===== config.mk =====
export PLATFORM = sky130hd
export DESIGN_NAME = mem_port_arbiter_flat
export DESIGN_NICKNAME = d
export VERILOG_FILES = /design/src/rtl/mem_port_arbiter_if.sv /design/src/rtl/mem_port_arbiter.sv /design/src/flat_wrapper.sv
export SDC_FILE = /design/constraint.sdc
export NUM_CORES = 1
export LEC_CHECK = 0
export BUFFER_PORTS_ARGS = -buffer_cell sky130_fd_sc_hd__buf_4
export CORE_UTILIZATION = 35
export CTS_CLUSTER_DIAMETER = 80
export CTS_CLUSTER_SIZE = 28
export DETAILED_ROUTE_END_ITERATION = 8
export PLACE_DENSITY = 0.61
export SYNTH_ARGS = -nofsm -noshare
export SYNTH_HDL_FRONTEND = slang
export SYNTH_SLANG_ARGS = --single-unit
export TNS_END_PERCENT = 30

===== constraint.sdc =====
create_clock -name clk -period 1.55 [get_ports clk]
set_input_delay 0.0775 -clock clk [delete_from_list [all_inputs] [get_ports clk]]
set_output_delay 0.0775 -clock clk [all_outputs]
set_load 0.01 [all_outputs]

===== src/rtl/mem_port_arbiter_if.sv =====
// Bundle of requester-side (fetch/data) and memory-port signals for mem_port_arbiter.
// slave = arbiter view, master = environment (requesters + memory) view.
interface mem_port_arbiter_if #(
  parameter int ADDR_W = 32,
  parameter int DATA_W = 32
);
  logic                  i_req;
  logic [ADDR_W-1:0]     i_addr;
  logic [DATA_W-1:0]     i_rdata;
  logic                  i_valid;

  logic                  d_req;
  logic                  d_we;
  logic [ADDR_W-1:0]     d_addr;
  logic [DATA_W-1:0]     d_wdata;
  logic [DATA_W/8-1:0]   d_be;
  logic [DATA_W-1:0]     d_rdata;
  logic                  d_valid;

  logic                  err;
  logic                  stall_f;
  logic                  stall_m;

  logic                  mem_req;
  logic                  mem_we;
  logic [ADDR_W-1:0]     mem_addr;
  logic [DATA_W-1:0]     mem_wdata;
  logic [DATA_W/8-1:0]   mem_be;
  logic                  mem_ack;
  logic [DATA_W-1:0]     mem_rdata;

  modport slave (
    input  i_req, i_addr, d_req, d_we, d_addr, d_wdata, d_be, mem_ack, mem_rdata,
    output i_rdata, i_valid, d_rdata, d_valid, err, stall_f, stall_m,
           mem_req, mem_we, mem_addr, mem_wdata, mem_be
  );

  modport master (
    output i_req, i_addr, d_req, d_we, d_addr, d_wdata, d_be, mem_ack, mem_rdata,
    input  i_rdata, i_valid, d_rdata, d_valid, err, stall_f, stall_m,
           mem_req, mem_we, mem_addr, mem_wdata, mem_be
  );
endinterface


===== src/rtl/mem_port_arbiter.sv =====
// Serializes fetch and data requesters onto one variable-latency memory port with an ack timeout.
// Define ARB_RR_EN for round-robin tie-breaking; default is fixed priority (data over fetch).
module mem_port_arbiter #(
  parameter int ADDR_W  = 32,
  parameter int DATA_W  = 32,
  parameter int TIMEOUT = 255
) (
  input logic               clk,
  input logic               reset,
  mem_port_arbiter_if.slave bus
);
  localparam int CNT_W = $clog2(TIMEOUT + 1);
  localparam int BE_W  = DATA_W / 8;

  typedef enum logic [1:0] {IDLE, BUSY_I, BUSY_D} state_e;

  state_e              state_q, state_d;
  logic                mem_req_q, mem_req_d;
  logic                mem_we_q, mem_we_d;
  logic [ADDR_W-1:0]   mem_addr_q, mem_addr_d;
  logic [DATA_W-1:0]   mem_wdata_q, mem_wdata_d;
  logic [BE_W-1:0]     mem_be_q, mem_be_d;
  logic [DATA_W-1:0]   i_rdata_q, i_rdata_d;
  logic [DATA_W-1:0]   d_rdata_q, d_rdata_d;
  logic                i_valid_q, i_valid_d;
  logic                d_valid_q, d_valid_d;
  logic                err_q, err_d;
  logic [CNT_W-1:0]    cnt_q, cnt_d;
`ifdef ARB_RR_EN
  logic                last_d_q, last_d_d;
`endif

  logic i_elig, d_elig, grant_i, grant_d, timeout;

  always_comb begin
    // A requester whose valid is pulsing this cycle is still holding req; mask it.
    i_elig  = bus.i_req & ~i_valid_q;
    d_elig  = bus.d_req & ~d_valid_q;
`ifdef ARB_RR_EN
    grant_d = d_elig & (~i_elig | ~last_d_q);
`else
    grant_d = d_elig;
`endif
    grant_i = i_elig & ~grant_d;
    timeout = (cnt_q == CNT_W'(TIMEOUT));

    state_d     = state_q;
    mem_req_d   = mem_req_q;
    mem_we_d    = mem_we_q;
    mem_addr_d  = mem_addr_q;
    mem_wdata_d = mem_wdata_q;
    mem_be_d    = mem_be_q;
    i_rdata_d   = i_rdata_q;
    d_rdata_d   = d_rdata_q;
    i_valid_d   = 1'b0;
    d_valid_d   = 1'b0;
    err_d       = 1'b0;
    cnt_d       = cnt_q;
`ifdef ARB_RR_EN
    last_d_d    = last_d_q;
`endif

    case (state_q)
      IDLE: begin
        if (grant_d) begin
          state_d     = BUSY_D;
          mem_req_d   = 1'b1;
          mem_we_d    = bus.d_we;
          mem_addr_d  = bus.d_addr;
          mem_wdata_d = bus.d_wdata;
          mem_be_d    = bus.d_be;
          cnt_d       = '0;
`ifdef ARB_RR_EN
          last_d_d    = 1'b1;
`endif
        end else if (grant_i) begin
          state_d     = BUSY_I;
          mem_req_d   = 1'b1;
          mem_we_d    = 1'b0;
          mem_addr_d  = bus.i_addr;
          mem_wdata_d = '0;
          mem_be_d    = '0;
          cnt_d       = '0;
`ifdef ARB_RR_EN
          last_d_d    = 1'b0;
`endif
        end
      end
      BUSY_I: begin
        // Ack beats a coincident timeout.
        if (bus.mem_ack || timeout) begin
          state_d   = IDLE;
          mem_req_d = 1'b0;
          i_valid_d = 1'b1;
          err_d     = ~bus.mem_ack;
          i_rdata_d = bus.mem_ack ? bus.mem_rdata : '0;
        end else begin
          cnt_d = cnt_q + CNT_W'(1);
        end
      end
      BUSY_D: begin
        if (bus.mem_ack || timeout) begin
          state_d   = IDLE;
          mem_req_d = 1'b0;
          d_valid_d = 1'b1;
          err_d     = ~bus.mem_ack;
          // Stores leave the load-data register untouched.
          if (!mem_we_q) d_rdata_d = bus.mem_ack ? bus.mem_rdata : '0;
        end else begin
          cnt_d = cnt_q + CNT_W'(1);
        end
      end
      default: state_d = IDLE;
    endcase
  end

  always_ff @(posedge clk) begin
    if (reset) begin
      state_q     <= IDLE;
      mem_req_q   <= 1'b0;
      mem_we_q    <= 1'b0;
      mem_addr_q  <= '0;
      mem_wdata_q <= '0;
      mem_be_q    <= '0;
      i_rdata_q   <= '0;
      d_rdata_q   <= '0;
      i_valid_q   <= 1'b0;
      d_valid_q   <= 1'b0;
      err_q       <= 1'b0;
      cnt_q       <= '0;
`ifdef ARB_RR_EN
      last_d_q    <= 1'b0;
`endif
    end else begin
      state_q     <= state_d;
      mem_req_q   <= mem_req_d;
      mem_we_q    <= mem_we_d;
      mem_addr_q  <= mem_addr_d;
      mem_wdata_q <= mem_wdata_d;
      mem_be_q    <= mem_be_d;
      i_rdata_q   <= i_rdata_d;
      d_rdata_q   <= d_rdata_d;
      i_valid_q   <= i_valid_d;
      d_valid_q   <= d_valid_d;
      err_q       <= err_d;
      cnt_q       <= cnt_d;
`ifdef ARB_RR_EN
      last_d_q    <= last_d_d;
`endif
    end
  end

  assign bus.mem_req   = mem_req_q;
  assign bus.mem_we    = mem_we_q;
  assign bus.mem_addr  = mem_addr_q;
  assign bus.mem_wdata = mem_wdata_q;
  assign bus.mem_be    = mem_be_q;
  assign bus.i_rdata   = i_rdata_q;
  assign bus.d_rdata   = d_rdata_q;
  assign bus.i_valid   = i_valid_q;
  assign bus.d_valid   = d_valid_q;
  assign bus.err       = err_q;
  assign bus.stall_f   = bus.i_req & ~i_valid_q;
  assign bus.stall_m   = bus.d_req & ~d_valid_q;
endmodule

===== src/flat_wrapper.sv =====
// flat-port wrapper written by rule: the top's interface ports become plain ports
module mem_port_arbiter_flat 
#(
  parameter int ADDR_W  = 32,
  parameter int DATA_W  = 32,
  parameter int TIMEOUT = 255
)
  (clk, reset, bus_i_req, bus_i_addr, bus_d_req, bus_d_we, bus_d_addr, bus_d_wdata, bus_d_be, bus_mem_ack, bus_mem_rdata, bus_i_rdata, bus_i_valid, bus_d_rdata, bus_d_valid, bus_err, bus_stall_f, bus_stall_m, bus_mem_req, bus_mem_we, bus_mem_addr, bus_mem_wdata, bus_mem_be);
  mem_port_arbiter_if #(.ADDR_W(ADDR_W), .DATA_W(DATA_W)) bus_i ();
  input logic clk;
  input logic reset;
  input wire logic [$bits(bus_i.i_req)-1:0] bus_i_req;
  input wire logic [$bits(bus_i.i_addr)-1:0] bus_i_addr;
  input wire logic [$bits(bus_i.d_req)-1:0] bus_d_req;
  input wire logic [$bits(bus_i.d_we)-1:0] bus_d_we;
  input wire logic [$bits(bus_i.d_addr)-1:0] bus_d_addr;
  input wire logic [$bits(bus_i.d_wdata)-1:0] bus_d_wdata;
  input wire logic [$bits(bus_i.d_be)-1:0] bus_d_be;
  input wire logic [$bits(bus_i.mem_ack)-1:0] bus_mem_ack;
  input wire logic [$bits(bus_i.mem_rdata)-1:0] bus_mem_rdata;
  output wire logic [$bits(bus_i.i_rdata)-1:0] bus_i_rdata;
  output wire logic [$bits(bus_i.i_valid)-1:0] bus_i_valid;
  output wire logic [$bits(bus_i.d_rdata)-1:0] bus_d_rdata;
  output wire logic [$bits(bus_i.d_valid)-1:0] bus_d_valid;
  output wire logic [$bits(bus_i.err)-1:0] bus_err;
  output wire logic [$bits(bus_i.stall_f)-1:0] bus_stall_f;
  output wire logic [$bits(bus_i.stall_m)-1:0] bus_stall_m;
  output wire logic [$bits(bus_i.mem_req)-1:0] bus_mem_req;
  output wire logic [$bits(bus_i.mem_we)-1:0] bus_mem_we;
  output wire logic [$bits(bus_i.mem_addr)-1:0] bus_mem_addr;
  output wire logic [$bits(bus_i.mem_wdata)-1:0] bus_mem_wdata;
  output wire logic [$bits(bus_i.mem_be)-1:0] bus_mem_be;
  assign bus_i.i_req = bus_i_req;
  assign bus_i.i_addr = bus_i_addr;
  assign bus_i.d_req = bus_d_req;
  assign bus_i.d_we = bus_d_we;
  assign bus_i.d_addr = bus_d_addr;
  assign bus_i.d_wdata = bus_d_wdata;
  assign bus_i.d_be = bus_d_be;
  assign bus_i.mem_ack = bus_mem_ack;
  assign bus_i.mem_rdata = bus_mem_rdata;
  assign bus_i_rdata = bus_i.i_rdata;
  assign bus_i_valid = bus_i.i_valid;
  assign bus_d_rdata = bus_i.d_rdata;
  assign bus_d_valid = bus_i.d_valid;
  assign bus_err = bus_i.err;
  assign bus_stall_f = bus_i.stall_f;
  assign bus_stall_m = bus_i.stall_m;
  assign bus_mem_req = bus_i.mem_req;
  assign bus_mem_we = bus_i.mem_we;
  assign bus_mem_addr = bus_i.mem_addr;
  assign bus_mem_wdata = bus_i.mem_wdata;
  assign bus_mem_be = bus_i.mem_be;
  mem_port_arbiter #(.ADDR_W(ADDR_W), .DATA_W(DATA_W), .TIMEOUT(TIMEOUT)) u_core (.clk(clk), .reset(reset), .bus(bus_i));
endmodule

# [Yosys cells after proc, flatten, opt, wreduce, memory -nomap -nowiden]
# Cells that the tools add are included.
[totals] elab_cells=67 output_inout_bits=139 in_bits=138 reg_bits=147
[classes] n_mux=22 reduce_logical=14 addsub=1 n_eq_ne=6 bitwise=12
[op_table] op="2-to-1 mux 32 bit" count=5
[op_table] op="2-to-1 mux 8 bit" count=3
[op_table] op="case mux 8 bit (2 select lines)" count=1
[op_table] op="NOT 1 bit" count=9
[op_table] op="AND reduction 3 bit" count=3
[op_table] op="adder 8 x 1 -> 8 bit, second input constant" count=1
[op_table] op="== test 8 bit, second input constant" count=1
[op_table] op="2-to-1 mux 4 bit" count=2
[op_table] op="2-to-1 mux 1 bit" count=6
[op_table] op="2-to-1 mux 2 bit" count=3
[op_table] op="AND reduction 2 bit" count=3
[op_table] op="OR reduction 2 bit" count=3
[op_table] op="case mux 2 bit (2 select lines)" count=1
[op_table] op="nonzero test 2 bit" count=2
[op_table] op="AND 1 bit" count=3
[op_table] op="!= test 3 x 2 -> 1 bit, second input constant" count=1
[op_table] op="OR reduction 3 bit" count=1
[op_table] op="== test 2 x 1 -> 1 bit, second input constant" count=1
[op_table] op="== test 2 bit, second input constant" count=1
[op_table] op="logical NOT 2 bit" count=1
[op_table] op="!= test 2 x 1 -> 1 bit, second input constant" count=1
[op_table] op="!= test 2 bit, second input constant" count=1
[op_table] op="case mux 1 bit (2 select lines)" count=1
[op_table] op="logical OR 1 bit" count=1

# [Depth between registers and ports, before layout]
# Gate-level depths: netlist of the first run.
[logic_depth] word_depth=7 depth_mapped=8 depth_no_buf=6

# [Least setup slack after synthesis of the first run]
# Ideal clock, no wire load.
[synth_path] kind="register -> register" startpoint="reg u_core.state_q[0]" endpoint="reg u_core.cnt_q[3]" stages_incl_launch_ff=8 path_slack_ps=-48 t_arrival_ps=1497 n_path_buf=1 cell_sequence="dfxtp_1 > inv_1 > ha_1 > buf_2 > nand2b_4 > a21oi_2 > nand2_1 > o41ai_1"
[synth_via] elab_chain_cells=4 word_cells_on_any_way=9
[synth_rtl] item="start, declared" line="mem_port_arbiter.sv:17" source="state_e state_q, state_d;"
[synth_rtl] item="start signal, assigned" line="mem_port_arbiter.sv:135" source="state_q <= state_d;"
[synth_rtl] item="== test 2 x 1 -> 1 bit / == test 2 bit (equally long branches)" line="mem_port_arbiter.sv:63" source="case (state_q)"
[synth_rtl] item="OR reduction 2 bit (no line)"
[synth_rtl] item="!= test 2 bit (no line) / nonzero test 2 bit (equally long branches)"
[synth_rtl] item="AND reduction 3 bit (no line)"
[synth_rtl] item="end signal, assigned" line="mem_port_arbiter.sv:146" source="cnt_q <= cnt_d;"
[synth_rtl] item="end, declared" line="mem_port_arbiter.sv:28" source="logic [CNT_W-1:0] cnt_q, cnt_d;"
# Parallel ways exist; a longest one is shown, timed or not.
# A chain may end at the register's enable or synchronous reset.

# [Worst setup path after layout of the first run]
[layout_path] startpoint="reg u_core.cnt_q[0]" endpoint="reg u_core.cnt_q[3]"
[layout_via] elab_chain_cells=4 word_cells_on_any_way=7
[layout_rtl] item="branches (longest 4 deep; another with adder 8 x 1 -> 8 bit)"
# Several ways; the timed one is not identified. The select of a mux whose other input is x is not followed.

==> results of run 1 <==
## power by group through the flow
stage / Combinational, mW / Clock [mW] / Sequential [mW]
CTS: 2.67 / 4.62 / 4.22
global placement: 2.35 / 0 / 4.30
floorplan: 1.10 / 0 / 4.42
finish: 2.76 / 4.54 / 4.23
detailed placement: 2.37 / 0 / 4.30
global route: 2.98 / 4.80 / 4.26
## worst max-delay path, delay by kind of cell, from the launching register on
family | cells | cell delay (ns)
AND/OR/NAND/NOR | 1 | 0.16
buffers and inverters | 2 | 0.27
flip-flops | 1 | 0.32
AO/OA/AOI/OAI | 3 | 0.48
adder cells (fa/ha/maj) | 1 | 0.18
## cell families (layout without fill, tap and decap cells)
family,count (synthesis),after routing,synth area share
AOI/OAI and AO/OA,229,229,0.2688
and+or+nand+nor,228,228,0.1809
DFF,147,147,0.4831
buffers and inverters,74,497,0.05689
adders and majority gates,5,5,0.01027
## metrics by stage
stage	util	instance area [sq um]	setup TNS, ns
floorplan	-	6100	-0.09226
global placement	0.5106	8557	-0.1870
detailed placement	0.5106	8557	-0.5381
CTS	0.6306	10570	-0.002614
global route	0.6369	10670	-0.2886
finish	0.6369	10670	0
## layer usage
metal / track usage / wire length (um) / vias to the layer above
met4: 0.08333 / 433 / 0
li1: - / - / 3270
met2: 0.3929 / 10520 / 273
met1: 0.2936 / 9034 / 3148
met3: 0.06274 / 1630 / 33
met5: 0 / 0 / -
## layout make-up
type / count / area (sq um) / area share
Clock buffer: 19 / 452.9 / 0.04243
Clock inverter: 13 / 197.7 / 0.01852
Inverter: 9 / 33.78 / 0.003165
Multi-Input combinational cell: 462 / 2870 / 0.2689
Sequential cell: 147 / 2948 / 0.2762
Tap cell: 220 / 275.3 / 0.02579
Timing Repair Buffer: 456 / 3896 / 0.3650
## what timing repair did
item	CTS	global route
cloned	0	1
resized for setup	4	19
hold endpoints to repair	139	0
buffers inserted	1	3
endpoints found under the setup margin	32	77
hold buffers	134	0
pin swaps	1	4
## path summary, 6_finish.rpt
| path | end | startpoint |
|---|---|---|
| worst min register to register | u_core.bus.d_rdata[10]$_SDFFE_PP0P_ | u_core.bus.d_rdata[10]$_SDFFE_PP0P_ |
| worst max-delay path | u_core.cnt_q[3]$_SDFFE_PP0P_ | u_core.cnt_q[0]$_SDFFE_PP0P_ |
| worst max register to register | u_core.cnt_q[3]$_SDFFE_PP0P_ | u_core.cnt_q[0]$_SDFFE_PP0P_ |
| worst min-delay path | u_core.bus.d_rdata[25]$_SDFFE_PP0P_ | bus_mem_ack |
## registers in the layout, summed over array words and instances (netlist names)
name / count
u_core.bus.i_valid: 1
u_core.bus.mem_we: 1
u_core.bus.err: 1
u_core.state_q: 2
u_core.bus.d_valid: 1
u_core.bus.mem_be: 4
u_core.bus.i_rdata: 32
u_core.bus.mem_req: 1
u_core.bus.mem_wdata: 32
u_core.bus.mem_addr: 32
u_core.cnt_q: 8
u_core.bus.d_rdata: 32
## cells in the final DEF, fill, tap and decap left out, types with 2 or more instances in the layout
cell type        n
clkbuf_16       18
clkinv_4         4
buf_4          310
nand2b_1         3
dfxtp_1        143
nand4b_1        32
a211oi_1         2
nor3_1           3
a311oi_2        30
o21ai_1          2
nand2b_4         3
buf_6            2
nor2_1          70
a21oi_4          3
inv_2            4
o21ai_0         66
or3_1            2
a311oi_1         4
ha_1             3
clkbuf_8         2
dlygate4sd3_1  134
nand4_1          3
o41ai_1          3
bufinv_16        4
a22oi_1         37
buf_12           9
nand2_1        100
o311ai_1         2
o21ai_4          2
dfxtp_2          4
inv_1            5
and2_1           3
a21oi_1         70
inv_6            3
nand3_1          3
==> metrics.csv, run 1 <==
stage,metric,value,unit
run_status,status,"finished, final reports clean",
logic_synthesis,seq_area_frac_synth,0.4831,
logic_synthesis,yosysTopAreaCell,dfxtp_1,
clocking,clockBufferDepth,2,
flow_run,maxCapViolations,0,
logic_synthesis,synth_area,0.006092,sq mm
layout,syn2layout_area_growth,75.21,%
route,drt-total-wl,21620,um
logic_synthesis,synth.avg_cell_area,8.920,sq um
sta,timing.fmax,0.6536,GHz
setup_path,crit_path_end_kind,register,
clocking,clockRootBuffer,clkbuf_16,
route,first_iter_violations,368,
logic_synthesis,synth_seq_cells,147,
setup_path,r2r_slack,0.02,ns
layout,fill_cells,1382,
power_and_ir_drop,swShare,0.2789,
sta,finClkSkew,0.009853,ns
route,routed_via_density,5.071,
clocking,cts.clk_slew.worst_paths,0.07,ns
floorplanning,fp.dieW,133.9,um
sta,finalCriticalPeriod,1.530,ns
setup_path,cpPeakStageDelay,0.32,ns
clocking,htreeDepth,4,
floorplanning,dieArea,0.01794,sq mm
place,dp.cells,1155,
power_and_ir_drop,pwr-share-seq,0.367,
floorplanning,fp.dieH,133.9,um
power_and_ir_drop,finalPower,11.53,mW
floorplanning,ios,277,
floorplanning,start_util,0.3635,
logic_synthesis,synth_edf_count,0,
place,place.gp.congestion,0.8349,
logic_synthesis,syn_nets,826,
sta,relSlewSlack,0.7287,
sta,rsz0062_at_grt,true,
logic_synthesis,ys_warn_count,0,
place,hpwl,13640,um
global_routing,grt_pass1_vias,6601,
setup_path,slowest_stage,dfxtp_2,
global_routing,grt-ovfl-total,0,
sta,slew_viol_final,0,
place,portBuffers,276,
layout,n_antenna_cell,0,
clocking,clock_sinks,147,
sta,layout_setup_ws,0.02007,ns
min_path,hold_class,input port to register,
setup_path,cp_max_fo,5,
power_and_ir_drop,p_per_area,1080,mW/mm^2
global_routing,grt_max_degree,65,
clocking,cts_made_buffers,17,
route,route.detailed.drc,0,
route,final_antenna_net_count,0,
setup_path,start_kind,register,
power_and_ir_drop,switching_power,3.216,mW
global_routing,groute.usage.overall,0.2364,
logic_synthesis,synth_top_cells_by_area,"dfxtp_1 (48%), a311oi_2 (6.9%), nand2_1 (6.2%)",
setup_path,path_cells,ha_2 > buf_4 > nand4_1 > o21ai_4 > buf_6 > o311ai_2 > o41ai_1,
power_and_ir_drop,intPower,8.313,mW
setup_path,cp.required,1.84,ns
sta,finalHoldViolCount,0,
logic_synthesis,ys.flop_type,dfxtp_1,
sta,finalCritPeriodShare,0.9871,
clocking,clk_latency,0.42,ns
logic_synthesis,synthArstFlopShare,0,
setup_path,crit_arrival,1.82,ns
global_routing,antenna_found_initial,0,
min_path,whs_path_depth,3,
power_and_ir_drop,comb_power_share,0.240,
place,dp_slack,-0.1019,ns
power_and_ir_drop,irDropWorstVdd,0.7957,mV
sta,worst_slew_pin_slew,0.4069,ns
route,wl_per_cell,16.31,um
setup_path,crit_type,register to register,
logic_synthesis,yosysTopAreaCellShare,0.4831,
power_and_ir_drop,p_clk_frac,0.394,
clocking,cts_tree,built,
logic_synthesis,synth_cells,683,
sta,hold_ws,0.07817,ns
sta,setup_viol,0,
floorplanning,row_count,47,
layout,nets,1236,
setup_path,r2r_cells,7,
logic_synthesis,synthTopCellsByCount,"dfxtp_1 (147), nand2_1 (100), nor2_1 (72)",
layout,final_layout_size_suffix_gt1_frac,0.3707,
route,drtPass1Iterations,4,
global_routing,grt_pass1_wl,33810,um
logic_synthesis,yosysMostFrequentCell,dfxtp_1,
logic_synthesis,ys_types,41,
power_and_ir_drop,p_leak,4.495,nW
floorplanning,core_area,0.01676,sq mm
layout,final_cells,1326,
route,num_vias,6724,
Power figures use the tool's default switching activity.
==> inputs of run 2 (changes only) <==
--- a/config.mk
+++ b/config.mk
@@ -11,6 +11,7 @@
 export CTS_CLUSTER_SIZE = 28
 export DETAILED_ROUTE_END_ITERATION = 8
 export PLACE_DENSITY = 0.61
+export SETUP_SLACK_MARGIN = 0.4
 export SYNTH_ARGS = -nofsm -noshare
 export SYNTH_HDL_FRONTEND = slang
 export SYNTH_SLANG_ARGS = --single-unit
==> run 2 against run 1 <==
The flow now finishes with violations (setup timing). Fmax is 2.3% lower. First-iteration DRC count shrank 25%. Setup slack got worse by 0.036 ns.
==> metrics.csv, run 2 (synthesized netlist as in run 1, its figures left out) <==
stage,metric,value,unit,change
sta,relSlewSlack,0.7462,,+0.01749
run_status,status,finished with violations,,
power_and_ir_drop,p_per_area,1003,mW/mm^2,-7.2%
sta,finalCritPeriodShare,1.010,,+0.02319
route,drt-total-wl,24850,um,+15%
power_and_ir_drop,p_leak,4.869,nW,+8.3%
min_path,hold_class,input port to register,,
sta,rsz0062_at_grt,true,,
layout,mostFrequentLayoutCells,"buf_4 (295), dfxtp_1 (140), dlygate4sd3_1 (132)",,
place,hpwl,12830,um,-5.9%
route,wl_per_cell,18.39,um,+13%
sta,setup_viol,2,,+2
setup_path,start_kind,register,,
clocking,cts_tree,built,,
clocking,htreeDepth,4,,unchanged
setup_path,r2r_cells,7,,unchanged
layout,layout_commonest_cell,buf_4,,
min_path,hold_end,u_core.cnt_q[7]$_SDFFE_PP0P_,,
global_routing,groute.usage.overall,0.2480,,+0.01157
setup_path,crit_arrival,1.89,ns,+0.07 ns
setup_path,crit_type,register to register,,
setup_path,crit_path_end_kind,register,,
floorplanning,fp.dieH,133.9,um,unchanged
clocking,clk_latency,0.41,ns,about the same
route,route.detailed.drc,0,,unchanged
global_routing,grt_max_degree,58,,-11%
sta,tns,-0.02234,ns,-0.02234 ns
place,portBuffers,276,,unchanged
route,routed_via_density,5.198,,+2.5%
layout,nets,1261,,+2.0%
min_path,hp-start,reset,,
flow_run,maxCapViolations,0,,unchanged
place,dp.cells,1140,,-1.3%
route,num_vias,7023,,+4.4%
sta,finClkSkew,0.008515,ns,-0.001338 ns
clocking,clockRootBuffer,clkbuf_16,,
sta,slew_viol_final,0,,unchanged
floorplanning,fp.dieW,133.9,um,unchanged
clocking,cts.clk_slew.worst_paths,0.06,ns,about the same
clocking,clock_sinks,147,,unchanged
setup_path,timing.rr.start,u_core.cnt_q[0]$_SDFFE_PP0P_,,
floorplanning,row_count,47,,unchanged
route,drtPass1Iterations,4,,unchanged
place,place.gp.congestion,0.8107,,-2.9%
route,final_antenna_net_count,0,,unchanged
global_routing,grt-ovfl-total,0,,unchanged
setup_path,r2r_slack,-0.02,ns,-0.04 ns
global_routing,grt_pass1_wl,35250,um,+4.3%
run_status,violations,setup timing,,
layout,final_cells,1351,,+1.9%
clocking,cts_made_buffers,17,,unchanged
route,first_iter_violations,276,,-25%
layout,syn2layout_area_growth,96.59,%,
layout,final_area,0.01198,sq mm,+12%
floorplanning,start_util,0.3635,,unchanged
place,placedInstanceArea,0.008631,sq mm,+0.86%
global_routing,antenna_found_initial,0,,unchanged
floorplanning,ios,277,,unchanged
setup_path,cp_max_fo,7,,+2
sta,worst_slew_pin_slew,0.3807,ns,-0.02624 ns
power_and_ir_drop,irDropWorstVdd,0.7460,mV,-6.2%
sta,layout_setup_ws,-0.01587,ns,-0.03594 ns
clocking,clockBufferDepth,2,,unchanged
setup_path,cp.required,1.88,ns,+0.04 ns
layout,final_layout_size_suffix_gt1_frac,0.4889,,+0.1182
floorplanning,core_area,0.01676,sq mm,unchanged
sta,finalHoldViolCount,0,,unchanged
sta,timing.fmax,0.6386,GHz,-2.3%
min_path,whs_path_depth,3,,unchanged
global_routing,grt_pass1_vias,6748,,+2.2%
sta,finalCriticalPeriod,1.566,ns,+0.03594 ns
floorplanning,dieArea,0.01794,sq mm,unchanged
setup_path,worstReg2RegEnd,u_core.bus.d_rdata[20]$_SDFFE_PP0P_,,
layout,n_antenna_cell,0,,unchanged
==> run 2: worst max-delay path by stage <==
stage,start,endpoint,slack (ns)
2_1_floorplan,u_core.state_q[0]$_SDFFE_PP0P_,u_core.cnt_q[2]$_SDFFE_PP0P_,0.07
3_3_place_gp,u_core.state_q[0]$_SDFFE_PP0P_,u_core.cnt_q[0]$_SDFFE_PP0P_,0.04
3_5_place_dp,u_core.state_q[0]$_SDFFE_PP0P_,u_core.cnt_q[2]$_SDFFE_PP0P_,0.02
4_1_cts,u_core.state_q[0]$_SDFFE_PP0P_,u_core.cnt_q[2]$_SDFFE_PP0P_,0.07
5_1_grt,u_core.cnt_q[0]$_SDFFE_PP0P_,u_core.bus.d_rdata[20]$_SDFFE_PP0P_,-0.07
6_report,u_core.cnt_q[0]$_SDFFE_PP0P_,u_core.bus.d_rdata[20]$_SDFFE_PP0P_,-0.02
==> run 2: layer usage <==
layer | part of all wire | vias up | global-route usage
li1 | - | 3338 | -
met1 | 0.42 | 3359 | 0.2983
met2 | 0.49 | 287 | 0.4237
met3 | 0.072 | 39 | 0.06841
met4 | 0.021 | 0 | 0.08396
met5 | 0 | - | 0
==> run 2: timing repair <==
| item | 4_1_cts | 5_1_grt |
|---|---|---|
| pin swaps | 26 | 130 |
| cloned | 11 | 12 |
| hold buffers | 132 | 0 |
| endpoints found under the hold margin | 133 | 0 |
| buffers inserted | 13 | 11 |
| setup endpoints to repair | 150 | 150 |
| gates resized for setup | 79 | 126 |
==> run 2: final cells by class <==
type / count / area (sq um)
clock inverters: 11 / 78.83
multi-input cells: 462 / 3473
fillers: 1195 / 4783
flip-flops and latches: 147 / 2959
clock buffers: 21 / 470.5
well taps: 220 / 275.3
repair buffers: 481 / 4673
inverters: 9 / 46.29
==> run 2: report_power, final <==
group          internal [mW]  switching (mW)  leakage [nW]
sequential              4.07           0.253          1.20
clock                   2.18            1.64         0.270
combinational           2.10            1.77          3.39
==> run 2: critical path, stage by stage (launching register included) <==
cell,delay (ns)
dfxtp_4,0.35
ha_4,0.16
and4_4,0.21
a21oi_4,0.21
buf_8,0.17
clkbuf_16,0.16
o21ai_1,0.08
a21oi_1,0.14
==> run 2: through the flow <==
step | hold WS, ns | total power, mW | worst slack (ns) | util
2_1_floorplan | 0.2135 | 5.681 | 0.06806 | -
3_3_place_gp | 0.3219 | 6.750 | 0.04179 | 0.5150
3_5_place_dp | 0.3337 | 6.758 | 0.02361 | 0.5150
4_1_cts | 0.001624 | 11.30 | 0.06893 | 0.6595
5_1_grt | 0.01976 | 12.49 | -0.07137 | 0.7146
6_report | 0.01391 | 12.01 | -0.01587 | 0.7146
